**src/rtl/bpm_mux_integrator.sv**
```systemverilog
// rtl/bpm_mux_integrator.sv - N-BPM channel mux with gated, windowed I/Q integrator
// Define BPM_INT_SAT_EN to clamp accumulators on overflow instead of wrapping.
module bpm_mux_integrator #(
    parameter int NBPM = 2,
    parameter int DW   = 13,
    parameter int ACCW = 17,
    parameter int CNTW = 8
) (
    input  logic                   clk,
    input  logic                   rst,
    input  logic                   bunch_strb,
    input  logic                   store_strb,
    input  logic                   dac_cond,
    input  logic [NBPM-1:0]        sel,
    input  logic [(NBPM+1)*DW-1:0] ch_i,
    input  logic [(NBPM+1)*DW-1:0] ch_q,
    output logic [NBPM*ACCW-1:0]   acc_i,
    output logic [NBPM*ACCW-1:0]   acc_q,
    output logic [NBPM*ACCW-1:0]   res_i,
    output logic [NBPM*ACCW-1:0]   res_q,
    output logic [CNTW-1:0]        res_cnt,
    output logic [NBPM-1:0]        res_ovf,
    output logic                   res_valid
);

    typedef enum logic {IDLE = 1'b0, INTEG = 1'b1} state_t;

    state_t                 state;
    logic [NBPM-1:0]        sel_q;
    logic [NBPM-1:0]        sel_eff;
    logic [NBPM-1:0]        ovf;
    logic [NBPM-1:0]        ovf_hit;
    logic [NBPM*ACCW-1:0]   accr_i;
    logic [NBPM*ACCW-1:0]   accr_q;
    logic [NBPM*ACCW-1:0]   nxt_i;
    logic [NBPM*ACCW-1:0]   nxt_q;
    logic [CNTW-1:0]        cnt;
    logic                   clr;

    assign clr     = ~bunch_strb & (dac_cond | ~store_strb);
    // The first sample of a window uses the live select; later samples use the latched copy.
    assign sel_eff = (state == IDLE) ? sel : sel_q;

    genvar k;
    generate
        for (k = 0; k < NBPM; k++) begin : g_bpm
            logic [DW-1:0]          smp_i, smp_q;
            logic signed [ACCW-1:0] ext_i, ext_q, a_i, a_q, s_i, s_q;
            logic                   ov_i, ov_q;

            assign smp_i = sel_eff[k] ? ch_i[(k+1)*DW +: DW] : ch_i[k*DW +: DW];
            assign smp_q = sel_eff[k] ? ch_q[(k+1)*DW +: DW] : ch_q[k*DW +: DW];
            assign ext_i = {{(ACCW-DW){smp_i[DW-1]}}, smp_i};
            assign ext_q = {{(ACCW-DW){smp_q[DW-1]}}, smp_q};
            assign a_i   = accr_i[k*ACCW +: ACCW];
            assign a_q   = accr_q[k*ACCW +: ACCW];
            assign s_i   = a_i + ext_i;
            assign s_q   = a_q + ext_q;
            assign ov_i  = (a_i[ACCW-1] == ext_i[ACCW-1]) && (s_i[ACCW-1] != a_i[ACCW-1]);
            assign ov_q  = (a_q[ACCW-1] == ext_q[ACCW-1]) && (s_q[ACCW-1] != a_q[ACCW-1]);
            assign ovf_hit[k] = ov_i | ov_q;
`ifdef BPM_INT_SAT_EN
            localparam logic [ACCW-1:0] MAXV = {1'b0, {(ACCW-1){1'b1}}};
            localparam logic [ACCW-1:0] MINV = {1'b1, {(ACCW-1){1'b0}}};
            // On overflow the operands share a sign, so the accumulator sign picks the rail.
            assign nxt_i[k*ACCW +: ACCW] = ov_i ? (a_i[ACCW-1] ? MINV : MAXV) : s_i;
            assign nxt_q[k*ACCW +: ACCW] = ov_q ? (a_q[ACCW-1] ? MINV : MAXV) : s_q;
`else
            assign nxt_i[k*ACCW +: ACCW] = s_i;
            assign nxt_q[k*ACCW +: ACCW] = s_q;
`endif
        end
    endgenerate

    always_ff @(posedge clk or posedge rst) begin
        if (rst) begin
            state     <= IDLE;
            sel_q     <= '0;
            accr_i    <= '0;
            accr_q    <= '0;
            cnt       <= '0;
            ovf       <= '0;
            acc_i     <= '0;
            acc_q     <= '0;
            res_i     <= '0;
            res_q     <= '0;
            res_cnt   <= '0;
            res_ovf   <= '0;
            res_valid <= 1'b0;
        end else begin
            acc_i     <= accr_i;
            acc_q     <= accr_q;
            res_valid <= 1'b0;
            case (state)
                IDLE: begin
                    if (bunch_strb) begin
                        accr_i <= nxt_i;
                        accr_q <= nxt_q;
                        ovf    <= ovf_hit;
                        sel_q  <= sel;
                        cnt    <= CNTW'(1);
                        state  <= INTEG;
                    end
                end
                INTEG: begin
                    if (bunch_strb) begin
                        accr_i <= nxt_i;
                        accr_q <= nxt_q;
                        ovf    <= ovf | ovf_hit;
                        if (cnt != '1)
                            cnt <= cnt + CNTW'(1);
                    end else if (clr) begin
                        // Abort clears like a publish but leaves the held results untouched.
                        if (!dac_cond) begin
                            res_i     <= accr_i;
                            res_q     <= accr_q;
                            res_cnt   <= cnt;
                            res_ovf   <= ovf;
                            res_valid <= 1'b1;
                        end
                        accr_i <= '0;
                        accr_q <= '0;
                        cnt    <= '0;
                        ovf    <= '0;
                        state  <= IDLE;
                    end
                end
                default: state <= IDLE;
            endcase
        end
    end

endmodule

```
**config.mk**
```make
export PLATFORM = sky130hd
export DESIGN_NAME = bpm_mux_integrator
export DESIGN_NICKNAME = d
export VERILOG_FILES = /design/src/rtl/bpm_mux_integrator.sv
export SDC_FILE = /design/constraint.sdc
export NUM_CORES = 1
export LEC_CHECK = 0
export BUFFER_PORTS_ARGS = -buffer_cell sky130_fd_sc_hd__buf_2
export CAP_MARGIN = 25
export CORE_ASPECT_RATIO = 0.8
export CORE_MARGIN = 3
export CORE_UTILIZATION = 50
export DETAILED_ROUTE_END_ITERATION = 10
export PLACE_DENSITY = 0.72
export SYNTH_ARGS = -nofsm -noshare
export SYNTH_HDL_FRONTEND = slang
export SYNTH_SLANG_ARGS = --single-unit
```
**constraint.sdc**
```tcl
create_clock -name clk -period 10.1 [get_ports clk]
set_input_delay 1.515 -clock clk [delete_from_list [all_inputs] [get_ports clk]]
set_output_delay 1.515 -clock clk [all_outputs]
set_load 0.02 [all_outputs]
```
### Yosys cells after proc, flatten, opt, wreduce, memory -nomap -nowiden

Index checks and enable logic that the tools add are counted.

* output and inout port bits: 147
* word-level logic and storage cells: 76
* flip-flop bits (word level): 228

* add/sub/neg operators: 5
* multiplexer cells: 29
* equality and inequality tests: 12
* reduce and logical (&&, ||, !) cells: 8
* bitwise operators: 9

Operator list (count)
* $mux W34: 5
* $pmux W34 S2: 2
* $add A17 B13 Y17: 4
* $mux W13: 4
* $mux W8: 4
* $pmux W8 S2: 1
* $add A8 B1 Y8 const B: 1
* $mux W2: 4
* $ne A8 B8 Y1 const B: 1
* $mux W1: 7
* $ne A3 B2 Y1 const B: 2
* $eq A1 B1 Y1: 4
* $logic_and A1 B1 Y1: 4
* $ne A1 B1 Y1: 4
* $not A1 Y1: 4
* $pmux W2 S2: 1
* $reduce_and A2 Y1: 2
* $reduce_and A4 Y1: 1
* $or A1 B1 Y1: 3
* $reduce_and A3 Y1: 1
* $ne A2 B2 Y1 const B: 1
* $or A2 B2 Y2: 1
* $pmux W1 S2: 1
* $and A1 B1 Y1: 1

### Depth between registers and ports, before layout

Gate-level depths: netlist of run 1.

* depth in word-level cells: 9
* mapped depth: 14
* depth with buffers taken out: 12

### Worst setup path after synthesis of run 1

OpenSTA, ideal clock, no wires.

* kind: in2reg
* start: input port sel[1]
* end: register accr_q[29]
* arrival time: 5.053 ns
* library setup time: 0.121 ns
* data required time: 9.979 ns
* stages: 13
* slack: 4.926 ns
* path buffers: 1
* path through: mux2i_1 > clkbuf_1 > mux2_2 > ha_1 > fa_1 > a21o_1 > a41o_2 > or4b_1 > a31o_2 > a21oi_1 > o21ai_0 > xor2_1 > a22o_1

* word-level cells in the longest chain between the ends: 5
* elaborated cells on any way between the ends: 6

Ends and longest elaborated chain
* start: declaration: line 14 `input logic [NBPM-1:0] sel,`
* $mux W2 *: line 42 `assign sel_eff = (state == IDLE) ? sel : sel_q;`
* $mux W13 *: line 52 `assign smp_q = sel_eff[k] ? ch_q[(k+1)*DW +: DW] : ch_q[k*DW +: DW];`
* $add A17 B13 Y17 *: line 58 `assign s_q = a_q + ext_q;`
* $mux W34 (on tied branches): line 106, 96
* $pmux W34 S2 *: line 94 `case (state)`
* end signal: assignment: line 98 `accr_q <= nxt_q;`
* end signal: assignment: line 108 `accr_q <= nxt_q;`
* end: declaration: line 34 `logic [NBPM*ACCW-1:0] accr_q;`

Mark *: on every way between the ends. The rest lies on a longest branch, timed or not. The select of a mux whose other input is x is not followed.
A chain may end at the register's enable or synchronous reset.

### Worst setup path in the final report of run 1

* start: input port sel[0]
* end: register accr_q[16]

Same word-level chain as after synthesis.

==> metrics.md, run 1 <==
| Metric | Value |
|---|---|
| Outcome | `completed` |
| Post-layout util | `0.617` |
| Global-route wire length before repair | `43.7 mm` |
| Starting DRT DRC Count | `roughly 370` |
| Post-CTS sizing | `0` |
| Internal power | `about 2.7 mW` |
| WHS Endpoint | `acc_i[31]` |
| P&R area growth vs syn | `20.5%` |
| Mapped Area | `0.0111 sq mm` |
| Worst path cell trace | `buf_2 -> mux2i_4 -> buf_8 -> mux2_2 -> ha_1 -> fa_1 -> a211oi_1 -> nor2_1 -> a221oi_2 -> o31ai_1 -> o41ai_2 -> xnor2_1 -> nor3b_1 -> o21bai_1` |
| Detailed placement HPWL | `approximately 19 mm` |
| Hold path depth | `0` |
| Fmax achieved | `between 200 and 250 MHz` |
| Combinational Power Share | `0.448` |
| CP max FO | `14` |
| Post-synth cell types | `60` |
| Vias in the first global route | `approximately 8000` |
| GRT Residual Overflow | `0` |
| Period utilization | `0.473` |
| Htree depth | `1` |
| Slew HR | `0.443` |
| Worst IR Drop VDD | `0.000182 V` |
| Total CTS buffers | `24` |
| Top cells by area, synth | `dfrtp_1, mux2_2, ha_1, a22o_1, xnor2_1` |
| Cells after synthesis | `909` |
| Clock power frac | `0.199` |
| Pin count of the biggest net entering global routing | `117` |
| IO Count | `232` |
| Worst-path clk slew | `approximately 0.06 ns` |
| # DRC | `0` |
| Sequential-to-total area share from yosys stat | `0.514` |
| Final Hold Viols | `0` |
| Post-synth top area cell | `dfrtp_1` |
| Layout cells sized above 1 | `0.371` |
| Crit path max-delay cell type | `mux2i_4` |
| Clk Latency, worst-skew pair | `~0.53 ns` |
| Worst Reg-to-Reg Cells | `13` |
| Clock sinks | `around 230` |
| Asr flop ratio synth | `1.00` |
| Post-CTS setup buffers | `0` |
| Die ar. | `around 0.024 sq mm` |
| Post-layout nets | `1296` |
| Global Route Usage Sum | `0.223` |
| Crit start category | `primary input` |
| Reg power frac | `0.353` |
| Row cnt | `48` |
| Routed WL | `about 27 mm` |
| Hold_ws | `roughly 0.43 ns` |
| Detail Route Antenna Nets | `0` |
| CP Data Required Time | `10.54 ns` |
| CP bufs+invs | `2` |
| Crit Path Class | `in -> reg` |
| Net switching power of the design | `1.77 mW` |
| Avg Cell Area, Syn | `around 12 sq um` |
| Die Y | `~140 um` |
| Bufs on Longest Clock Path | `3` |
| Most frequent cell after synthesis | `dfrtp_1` |
| Commonest cells post-synth | `dfrtp_1, mux2_2, ha_1` |
| Starting density of the core | `0.512` |
| Syn nets | `roughly 1100` |
| Crit. End Element | `flip-flop` |
| Worst hold path class | `reg -> reg` |
| Synth warnings | `0` |
| CTS tree | `yes` |
| Core Region | `between 0.02 and 0.025 sq mm` |
| Max_cap viols | `0` |
| Clock Skew | `approximately 0.019 ns` |
| Critical Path AT | `~5.2 ns` |
| Port Buffers | `231` |
| WL/cell | `around 19 um` |
| Antenna violations before repair | `0` |
| First-pass DRT Iterations | `4` |
| Hold Crit Start | `accr_i[31]` |
| Setup TNS | `0 ns` |
| Post-synthesis sequential element count | `around 230` |
| Pleak | `6.63 nW` |
| Ant. Diodes | `0` |
| Final Max Tran Viols | `0` |
| Post-CTS Hold Buffers | `0` |
| Die width | `173 um` |
| Crit-path max cell delay | `0.50 ns` |
| Main synth FF type | `dfrtp_1` |
| Yosys top cell area share | `0.514` |
| RSZ-0062 raised after global routing | `no` |
| R2R setup slack | `~5.7 ns` |
| Setup violators final | `0` |
| Total area of sequential cells | `about 0.0057 sq mm` |
| Multi-input gate area | `0.00520 sq mm` |
| Via density per instance | `roughly 5.5` |
| Layout fillers | `approximately 1800` |
| Final Wtd Congestion | `0.890` |
| Switching Fraction | `0.397` |
| CP top delay family | `compound AO/OA/AOI/OAI gates` |
| Worst R2R Start | `state` |
| Number of flops mapped to enable cells by yosys | `0` |
| Vias post-DR | `around 8100` |
| Power Density | `~330 mW/mm^2` |
| FF-to-FF End | `accr_q[16]` |
| CTS root buf | `clkbuf_16` |
| Tmin final | `around 4.8 ns` |
| Worst slew pin tran | `0.835 ns` |
==> worst max path at each step <==
| stage | from | slack [ns] | cells past startpoint | end |
|---|---|---|---|---|
| after floorplan | rst | 2.34 | 1 | acc_i[0] |
| after global placement | sel[0] | 4.71 | 13 | accr_i[16] |
| after detailed placement | sel[0] | 4.62 | 13 | accr_i[16] |
| after CTS | sel[0] | 5.17 | 13 | accr_i[16] |
| after global routing | sel[0] | 5.07 | 14 | accr_q[16] |
| final | sel[0] | 5.32 | 14 | accr_q[16] |
==> layer usage <==
metal	share of wire	routed length, um	GRT usage	up-vias
met3	0.063	1700	0.0483	38
met2	0.43	11600	0.333	229
met5	0	0	0	-
met4	0.020	527	0.0478	0
li1	-	-	-	3826
met1	0.49	13200	0.338	3959
==> placed cells by master, fill, tap and decap left out, types with 4 or more instances in the layout <==
cell / netlist / final
a211oi_1: 8 / 8
a21o_1: 17 / 17
a21oi_1: 47 / 47
a22o_1: 42 / 42
a31o_2: 5 / 5
a31oi_1: 4 / 4
and2_1: 5 / 4
and3_1: 7 / 7
buf_2: 1 / 231
buf_4: 0 / 7
clkbuf_16: 0 / 24
clkbuf_8: 4 / 5
clkinv_2: 0 / 6
dfrtp_1: 228 / 228
fa_1: 4 / 4
ha_1: 65 / 65
inv_1: 19 / 18
mux2_2: 130 / 130
mux2i_1: 6 / 4
nand2_1: 47 / 47
nand2b_1: 6 / 6
nand3_1: 16 / 16
nand3b_1: 4 / 4
nand4_1: 6 / 6
nor2_1: 38 / 38
nor2b_1: 4 / 4
nor3_1: 9 / 9
o21ai_0: 44 / 44
o21bai_1: 5 / 5
o31ai_1: 6 / 6
or2_2: 4 / 4
xnor2_1: 35 / 35
xor2_1: 21 / 21
==> cell families after synthesis <==
kind of cell | share of synthesized area
buf+inv | 0.0210
compound gates | 0.133
mux | 0.137
fa+ha+maj | 0.0805
flops | 0.514
xor+xnor | 0.0442
simple gates | 0.0697
==> worst reg2reg max path, stage by stage (launching register included) <==
cell and delay (ns):
dfrtp_1 0.58, mux2i_4 0.64, buf_8 0.25, mux2_2 0.36
ha_1 0.23, fa_1 0.45, a211oi_1 0.25, nor2_1 0.13
a221oi_2 0.40, o31ai_1 0.19, o41ai_2 0.36, xnor2_1 0.16
nor3b_1 0.19, o21bai_1 0.14
==> registers in the layout, indices dropped and copies added, names as in the netlist, 8 cells and up <==
signal / flops
accr_q: 34
cnt: 8
res_cnt: 8
res_q: 34
acc_i: 34
acc_q: 34
res_i: 34
accr_i: 34
==> area by class of cell <==
type | count | area share
Sequential cell | 228 | 0.427
Multi-Input combinational cell | 630 | 0.389
Timing Repair Buffer | 239 | 0.0915
Clock buffer | 31 | 0.0506
Tap cell | 300 | 0.0281
Clock inverter | 10 | 0.00861
Inverter | 19 | 0.00590
==> power groups by stage <==
stage	logic (mW)	registers, mW	clock network, mW
finish	2.00	1.57	0.885
global route	2.19	1.63	0.942
CTS	2.00	1.58	0.906
detailed placement	1.98	1.59	0
global placement	1.95	1.58	0
floorplan	1.13	1.85	0
==> stage by stage <==
step / instance area (sq um) / setup slack, ns / std cells / total power, mW
floorplan: 11100 / 2.34 / 909 / 2.98
global placement: 12600 / 4.71 / 1415 / 3.53
detailed placement: 12600 / 4.62 / 1415 / 3.57
CTS: 13400 / 5.17 / 1456 / 4.48
global route: 13400 / 5.07 / 1457 / 4.76
finish: 13400 / 5.32 / 1457 / 4.45
No activity file was read; power rests on OpenSTA's default activity.
==> inputs of run 2 (changes only) <==
==> constraint.sdc (replaced) <==
create_clock -name clk -period 4.7 [get_ports clk]
set_input_delay 0.705 -clock clk [delete_from_list [all_inputs] [get_ports clk]]
set_output_delay 0.705 -clock clk [all_outputs]
set_load 0.02 [all_outputs]
==> run 2 against run 1 <==
Net effect:
- sequential power rose by 120%
- first-iteration DRC count up 48%
- worst hold slack lost 0.30 ns
- final area up 0.71%
- clock skew shrank 0.0065 ns
- non-clock buffer count rose by 5
- wire length up 2.0%
- critical path depth shrank 2
- combinational power up 120%
- highest routed layer unchanged
==> metrics.md, run 2 (synthesized netlist as in run 1, its figures left out) <==
| Metric | Value |
|---|---|
| Outcome | `completed` |
| Pin count of the biggest net entering global routing | `125 (+6.8%)` |
| Post-CTS Hold Buffers | `0 (unchanged)` |
| Detailed placement HPWL | `20.0 mm (+3.6%)` |
| First-pass DRT Iterations | `5 (+1)` |
| Vias in the first global route | `8029 (+1.1%)` |
| Total area of sequential cells | `0.00571 sq mm (unchanged)` |
| Routed WL | `27.6 mm (+2.0%)` |
| Die Y | `139 um (unchanged)` |
| Clock Skew | `0.0125 ns (-0.00653 ns)` |
| Antenna violations before repair | `0 (unchanged)` |
| CP max FO | `9 (-5)` |
| Commonest non-fill, non-tap cells in the layout | `buf_2, dfrtp_1, mux2_2, ha_1` |
| Global Route Usage Sum | `0.226 (+0.00302)` |
| Starting density of the core | `0.512 (unchanged)` |
| Power Density | `721 mW/mm^2 (+120%)` |
| RSZ-0062 raised after global routing | `no` |
| Layout cells sized above 1 | `0.372 (+0.00121)` |
| Crit start category | `flip-flop` |
| Post-layout nets | `1301 (+0.39%)` |
| # DRC | `0 (unchanged)` |
| WL/cell | `18.8 um (+1.5%)` |
| Post-Layout Inst Area | `0.0135 sq mm (+0.71%)` |
| Post-CTS sizing | `0 (unchanged)` |
| Clock sinks | `228 (unchanged)` |
| Global-route wire length before repair | `44.4 mm (+1.6%)` |
| Max_cap viols | `0 (unchanged)` |
| Layout fillers | `1712 (-4.8%)` |
| Port Buffers | `231 (unchanged)` |
| Ant. Diodes | `0 (unchanged)` |
| Period utilization | `0.869` |
| Final Wtd Congestion | `0.935 (+5.0%)` |
| CTS tree | `yes` |
| Dpl cells | `1421 (+0.42%)` |
| Pleak | `6.66 nW (+0.48%)` |
| Htree depth | `1 (unchanged)` |
| Vias post-DR | `8042 (-0.12%)` |
| Fmax achieved | `approximately 240 MHz` |
| Die ar. | `0.0240 sq mm (unchanged)` |
| P&R area growth vs syn | `21.3%` |
| Die width | `173 um (unchanged)` |
| CTS root buf | `clkbuf_16` |
| Final non-filler cell total | `1464 (+0.48%)` |
| Crit Path Class | `reg -> reg` |
| Setup violators final | `0 (unchanged)` |
| Worst hold path class | `in -> async` |
| Tmin final | `roughly 4.1 ns` |
| Worst Reg-to-Reg Cells | `12 (-1)` |
| Post-CTS setup buffers | `0 (unchanged)` |
| Row cnt | `48 (unchanged)` |
| Core Region | `0.0217 sq mm (unchanged)` |
| Post-layout util | `0.621 (+0.00439)` |
| Setup TNS | `0 ns (unchanged)` |
| Worst IR Drop VDD | `0.000430 V (+140%)` |
| Placed Area | `0.0126 sq mm (+0.43%)` |
| Multi-input gate area | `0.00520 sq mm (unchanged)` |
| Crit. End Element | `flip-flop` |
| GRT Residual Overflow | `0 (unchanged)` |
| Worst slew pin tran | `0.831 ns (-0.00409 ns)` |
| Worst-path clk slew | `0.06 ns (about the same)` |
| Starting DRT DRC Count | `539 (+48%)` |
| Final Hold Viols | `0 (unchanged)` |
| Slew HR | `0.446 (+0.00272)` |
| Total CTS buffers | `24 (unchanged)` |
| CP Data Required Time | `5.13 ns (-5.41 ns)` |
| Final Max Tran Viols | `0 (unchanged)` |
| Bufs on Longest Clock Path | `3 (unchanged)` |
| Via density per instance | `5.49 (-0.60%)` |
| Critical Path AT | `4.51 ns (-0.71 ns)` |
| Clk Latency, worst-skew pair | `0.51 ns (-0.02 ns)` |
| Detail Route Antenna Nets | `0 (unchanged)` |
| Most common cell after layout, fill and taps aside | `buf_2` |
| IO Count | `232 (unchanged)` |
## run 2: cell types whose count changed in the layout (fill, tap and decap cells not counted), sizes merged
cell | before | now
bufinv | 2 | 4
clkinvlp | 0 | 3
buf | 239 | 244
clkinv | 7 | 3
clkbuf | 31 | 33
inv | 20 | 19
## run 2: where the power goes
group / internal, mW / leakage [nW] / switching, mW
clock network: 1.24 / 0.409 / 0.778
logic: 1.86 / 3.37 / 2.45
registers: 2.80 / 2.88 / 0.580
## run 2: metrics by stage
step | setup WS [ns] | power (mW) | hold slack [ns]
after floorplan | 0.336 | 6.40 | 0.395
after global placement | 0.617 | 7.59 | 0.413
after detailed placement | 0.526 | 7.70 | 0.422
after CTS | 0.612 | 9.76 | 0.117
after global routing | 0.314 | 10.4 | 0.125
final | 0.614 | 9.71 | 0.131
## run 2: routing by layer
layer / share of wire / vias to the layer above / global-route usage
met5: 0 / - / 0
met4: 0.021 / 0 / 0.0529
met3: 0.054 / 47 / 0.0423
met2: 0.44 / 239 / 0.341
met1: 0.49 / 3934 / 0.342
li1: - / 3822 / -
## run 2: layout make-up
cell class	instances	share of cell area
Multi-Input combinational cell	630	0.386
Tap cell	300	0.0279
Clock buffer	33	0.0509
Inverter	19	0.00557
Clock inverter	10	0.0121
Sequential cell	228	0.424
Timing Repair Buffer	244	0.0940
## run 2: worst max-delay path: stages, from the launching register on
cell and delay [ns]:
dfrtp_1 0.59, mux2i_4 0.51, mux2_2 0.39, ha_1 0.23
fa_1 0.46, a211oi_1 0.27, nor2_1 0.13, a221oi_2 0.42
o31ai_1 0.19, o41ai_2 0.34, xnor2_1 0.15, nor3b_1 0.18
o21bai_1 0.13
## run 2: worst paths after layout
| check | slack [ns] | start | to |
|---|---|---|---|
| max | 0.61 | state | accr_q[16] |
| max in group asynchronous | 3.62 | rst | acc_i[3] |
| max reg2reg | 0.61 | state | accr_q[16] |
| min reg2reg | 0.44 | accr_i[29] | acc_i[29] |
| min | 0.13 | rst | res_q[27] |
| min in group clk | 0.44 | accr_i[29] | acc_i[29] |
==> inputs of run 3 (changes only) <==
--- a/config.mk
+++ b/config.mk
@@ -11,6 +11,7 @@
 export CORE_MARGIN = 3
 export CORE_UTILIZATION = 50
 export DETAILED_ROUTE_END_ITERATION = 10
+export MAX_ROUTING_LAYER = met4
 export PLACE_DENSITY = 0.72
 export SYNTH_ARGS = -nofsm -noshare
 export SYNTH_HDL_FRONTEND = slang
==> run 3 against run 2 <==
Net effect:
- via count increased by 1.3%
- combinational power about the same
- clock power hardly changed
- worst setup slack worse by 0.024 ns
- global-route usage rose by 0.56 points
- final cell count grew 0.14%
- die area unchanged
- critical path type unchanged
- highest routed layer unchanged
==> metrics.md, run 3 (synthesized netlist as in run 1, its figures left out) <==
| Metric | Value |
|---|---|
| Outcome | `completed` |
| Post-CTS setup buffers | `0 (unchanged)` |
| Worst hold path class | `in -> async` |
| Clk Latency, worst-skew pair | `0.51 ns (about the same)` |
| Hold_ws | `0.170 ns (+0.0388 ns)` |
| Final Max Tran Viols | `0 (unchanged)` |
| Row cnt | `48 (unchanged)` |
| Htree depth | `1 (unchanged)` |
| Internal power | `5.91 mW (+0.15%)` |
| Crit. End Element | `flip-flop` |
| Max_cap viols | `0 (unchanged)` |
| CTS root buf | `clkbuf_16` |
| # DRC | `0 (unchanged)` |
| Final non-filler cell total | `1466 (+0.14%)` |
| Routed WL | `27.5 mm (-0.36%)` |
| Die width | `173 um (unchanged)` |
| Setup TNS | `0 ns (unchanged)` |
| FF-to-FF End | `accr_q[15]` |
| Detail Route Antenna Nets | `0 (unchanged)` |
| CP Data Required Time | `5.10 ns (-0.03 ns)` |
| Detailed placement HPWL | `19.9 mm (-0.27%)` |
| Combinational Power Share | `0.442 (-0.002)` |
| Final Hold Viols | `0 (unchanged)` |
| CP max FO | `9 (unchanged)` |
| Worst Reg-to-Reg Cells | `12 (unchanged)` |
| Fmax achieved | `243 MHz (-0.57%)` |
| Net switching power of the design | `3.84 mW (+0.89%)` |
| Clock sinks | `228 (unchanged)` |
| Worst slew pin tran | `0.791 ns (-0.0397 ns)` |
| Total CTS buffers | `24 (unchanged)` |
| First-pass DRT Iterations | `7 (+2)` |
| Tmin final | `4.11 ns (+0.0235 ns)` |
| Global Route Usage Sum | `0.232 (+0.00563)` |
| Commonest non-fill, non-tap cells in the layout | `buf_2, dfrtp_1, mux2_2, ha_1` |
| Port Buffers | `231 (unchanged)` |
| Core Region | `0.0217 sq mm (unchanged)` |
| Starting DRT DRC Count | `543 (+0.74%)` |
| Crit start category | `flip-flop` |
| RSZ-0062 raised after global routing | `no` |
| P&R area growth vs syn | `21.9%` |
| Post-CTS Hold Buffers | `0 (unchanged)` |
| Worst R2R Start | `state` |
| Antenna violations before repair | `0 (unchanged)` |
| CTS tree | `yes` |
| Global-route wire length before repair | `44.0 mm (-1.0%)` |
| Post-layout util | `0.624 (+0.00317)` |
| Via density per instance | `5.56 (+1.2%)` |
| Pleak | `6.69 nW (+0.51%)` |
| R2R setup slack | `0.59 ns (-0.02 ns)` |
| Worst setup path endpoint | `accr_q[15]` |
| Period utilization | `0.874 (+0.00500)` |
| Starting density of the core | `0.512 (unchanged)` |
| Clock power frac | `0.211 (+0.003)` |
| Layout cells sized above 1 | `0.376 (+0.00365)` |
| WL/cell | `18.7 um (-0.50%)` |
| Ant. Diodes | `0 (unchanged)` |
| Reg power frac | `0.347 (about the same)` |
| CP Launch Point | `state` |
| Bufs on Longest Clock Path | `3 (unchanged)` |
| Switching Fraction | `0.394 (+0.00178)` |
| Post-layout nets | `1302 (+0.077%)` |
| Die ar. | `0.0240 sq mm (unchanged)` |
| Post-CTS sizing | `0 (unchanged)` |
| GRT Residual Overflow | `0 (unchanged)` |
| Setup violators final | `0 (unchanged)` |
| Power Density | `720 mW/mm^2 (about the same)` |
| Die Y | `139 um (unchanged)` |
| Dpl cells | `1422 (+0.070%)` |
| Final Wtd Congestion | `0.908 (-2.9%)` |
| Crit Path Class | `reg -> reg` |
| Clock Skew | `0.0122 ns (-0.000270 ns)` |
| Pin count of the biggest net entering global routing | `77 (-38%)` |
| Vias in the first global route | `7959 (-0.87%)` |
| Worst IR Drop VDD | `0.000424 V (-1.5%)` |
| Slew HR | `0.466 (+0.0195)` |
| IO Count | `232 (unchanged)` |
| Critical Path AT | `4.51 ns (about the same)` |
| Vias post-DR | `8149 (+1.3%)` |
| Most common cell after layout, fill and taps aside | `buf_2` |
| Worst-path clk slew | `0.06 ns (about the same)` |
[run 3: changes by cell type in the layout (fill, tap and decap cells not counted)]
| cell | previous run | this run |
|---|---|---|
| buf_4 | 12 | 10 |
| clkinv_4 | 1 | 2 |
| clkinv_8 | 0 | 1 |
| clkbuf_1 | 5 | 2 |
| clkinv_2 | 2 | 4 |
| buf_12 | 1 | 4 |
[run 3: layout make-up]
cell class | instances | area [sq um]
sequential | 228 | 5710
inverter | 19 | 75.1
multi-input combinational | 630 | 5200
clock inverter | 14 | 198
fill | 1757 | 8150
timing repair buffer | 245 | 1310
clock buffer | 30 | 674
tap | 300 | 375
[run 3: worst min path at each step]
stage	start	end	slack (ns)	depth (start not counted)
2_1_floorplan	accr_i[10]	acc_i[10]	0.39	0
3_3_place_gp	accr_q[20]	acc_q[20]	0.42	0
3_5_place_dp	accr_q[8]	acc_q[8]	0.42	0
4_1_cts	rst	res_q[24]	0.15	2
5_1_grt	rst	res_q[24]	0.17	2
6_report	rst	accr_q[28]	0.17	2
[run 3: power by group through the flow]
stage                     Combinational [mW]  Clock, mW  Sequential (mW)
after floorplan                         2.44          0             3.97
after global placement                  4.22          0             3.39
after detailed placement                4.28          0             3.41
after CTS                               4.31       2.10             3.39
after global routing                    4.71       2.18             3.51
final                                   4.31       2.05             3.38
[run 3: layer usage]
layer	global-route usage	vias to the layer above	share of wire	routed length, um
met4	0.0529	0	0.024	654
met3	0.0371	42	0.058	1600
met2	0.337	268	0.43	11900
met5	-	-	0	0
li1	-	3840	-	-
met1	0.344	3999	0.49	13300
[run 3: per-stage QoR]
stage               setup WS, ns  total power [mW]  area, sq um
floorplan                  0.336              6.40        11100
detailed placement         0.540              7.70        12700
finish                     0.591              9.75        13500
CTS                        0.621              9.80        13500
global route               0.283              10.4        13500
global placement           0.602              7.61        12600
[run 3: worst max-delay path, cell delays in order, from the launching register on]
cell and delay (ns):
dfrtp_1 0.60, mux2i_4 0.54, buf_4 0.23, mux2_2 0.35, ha_1 0.35, o21ai_0 0.33
o21bai_1 0.14, a31o_2 0.28, a221oi_1 0.47, a31o_2 0.26, o21ai_0 0.10, xor2_1 0.15
a22o_1 0.18
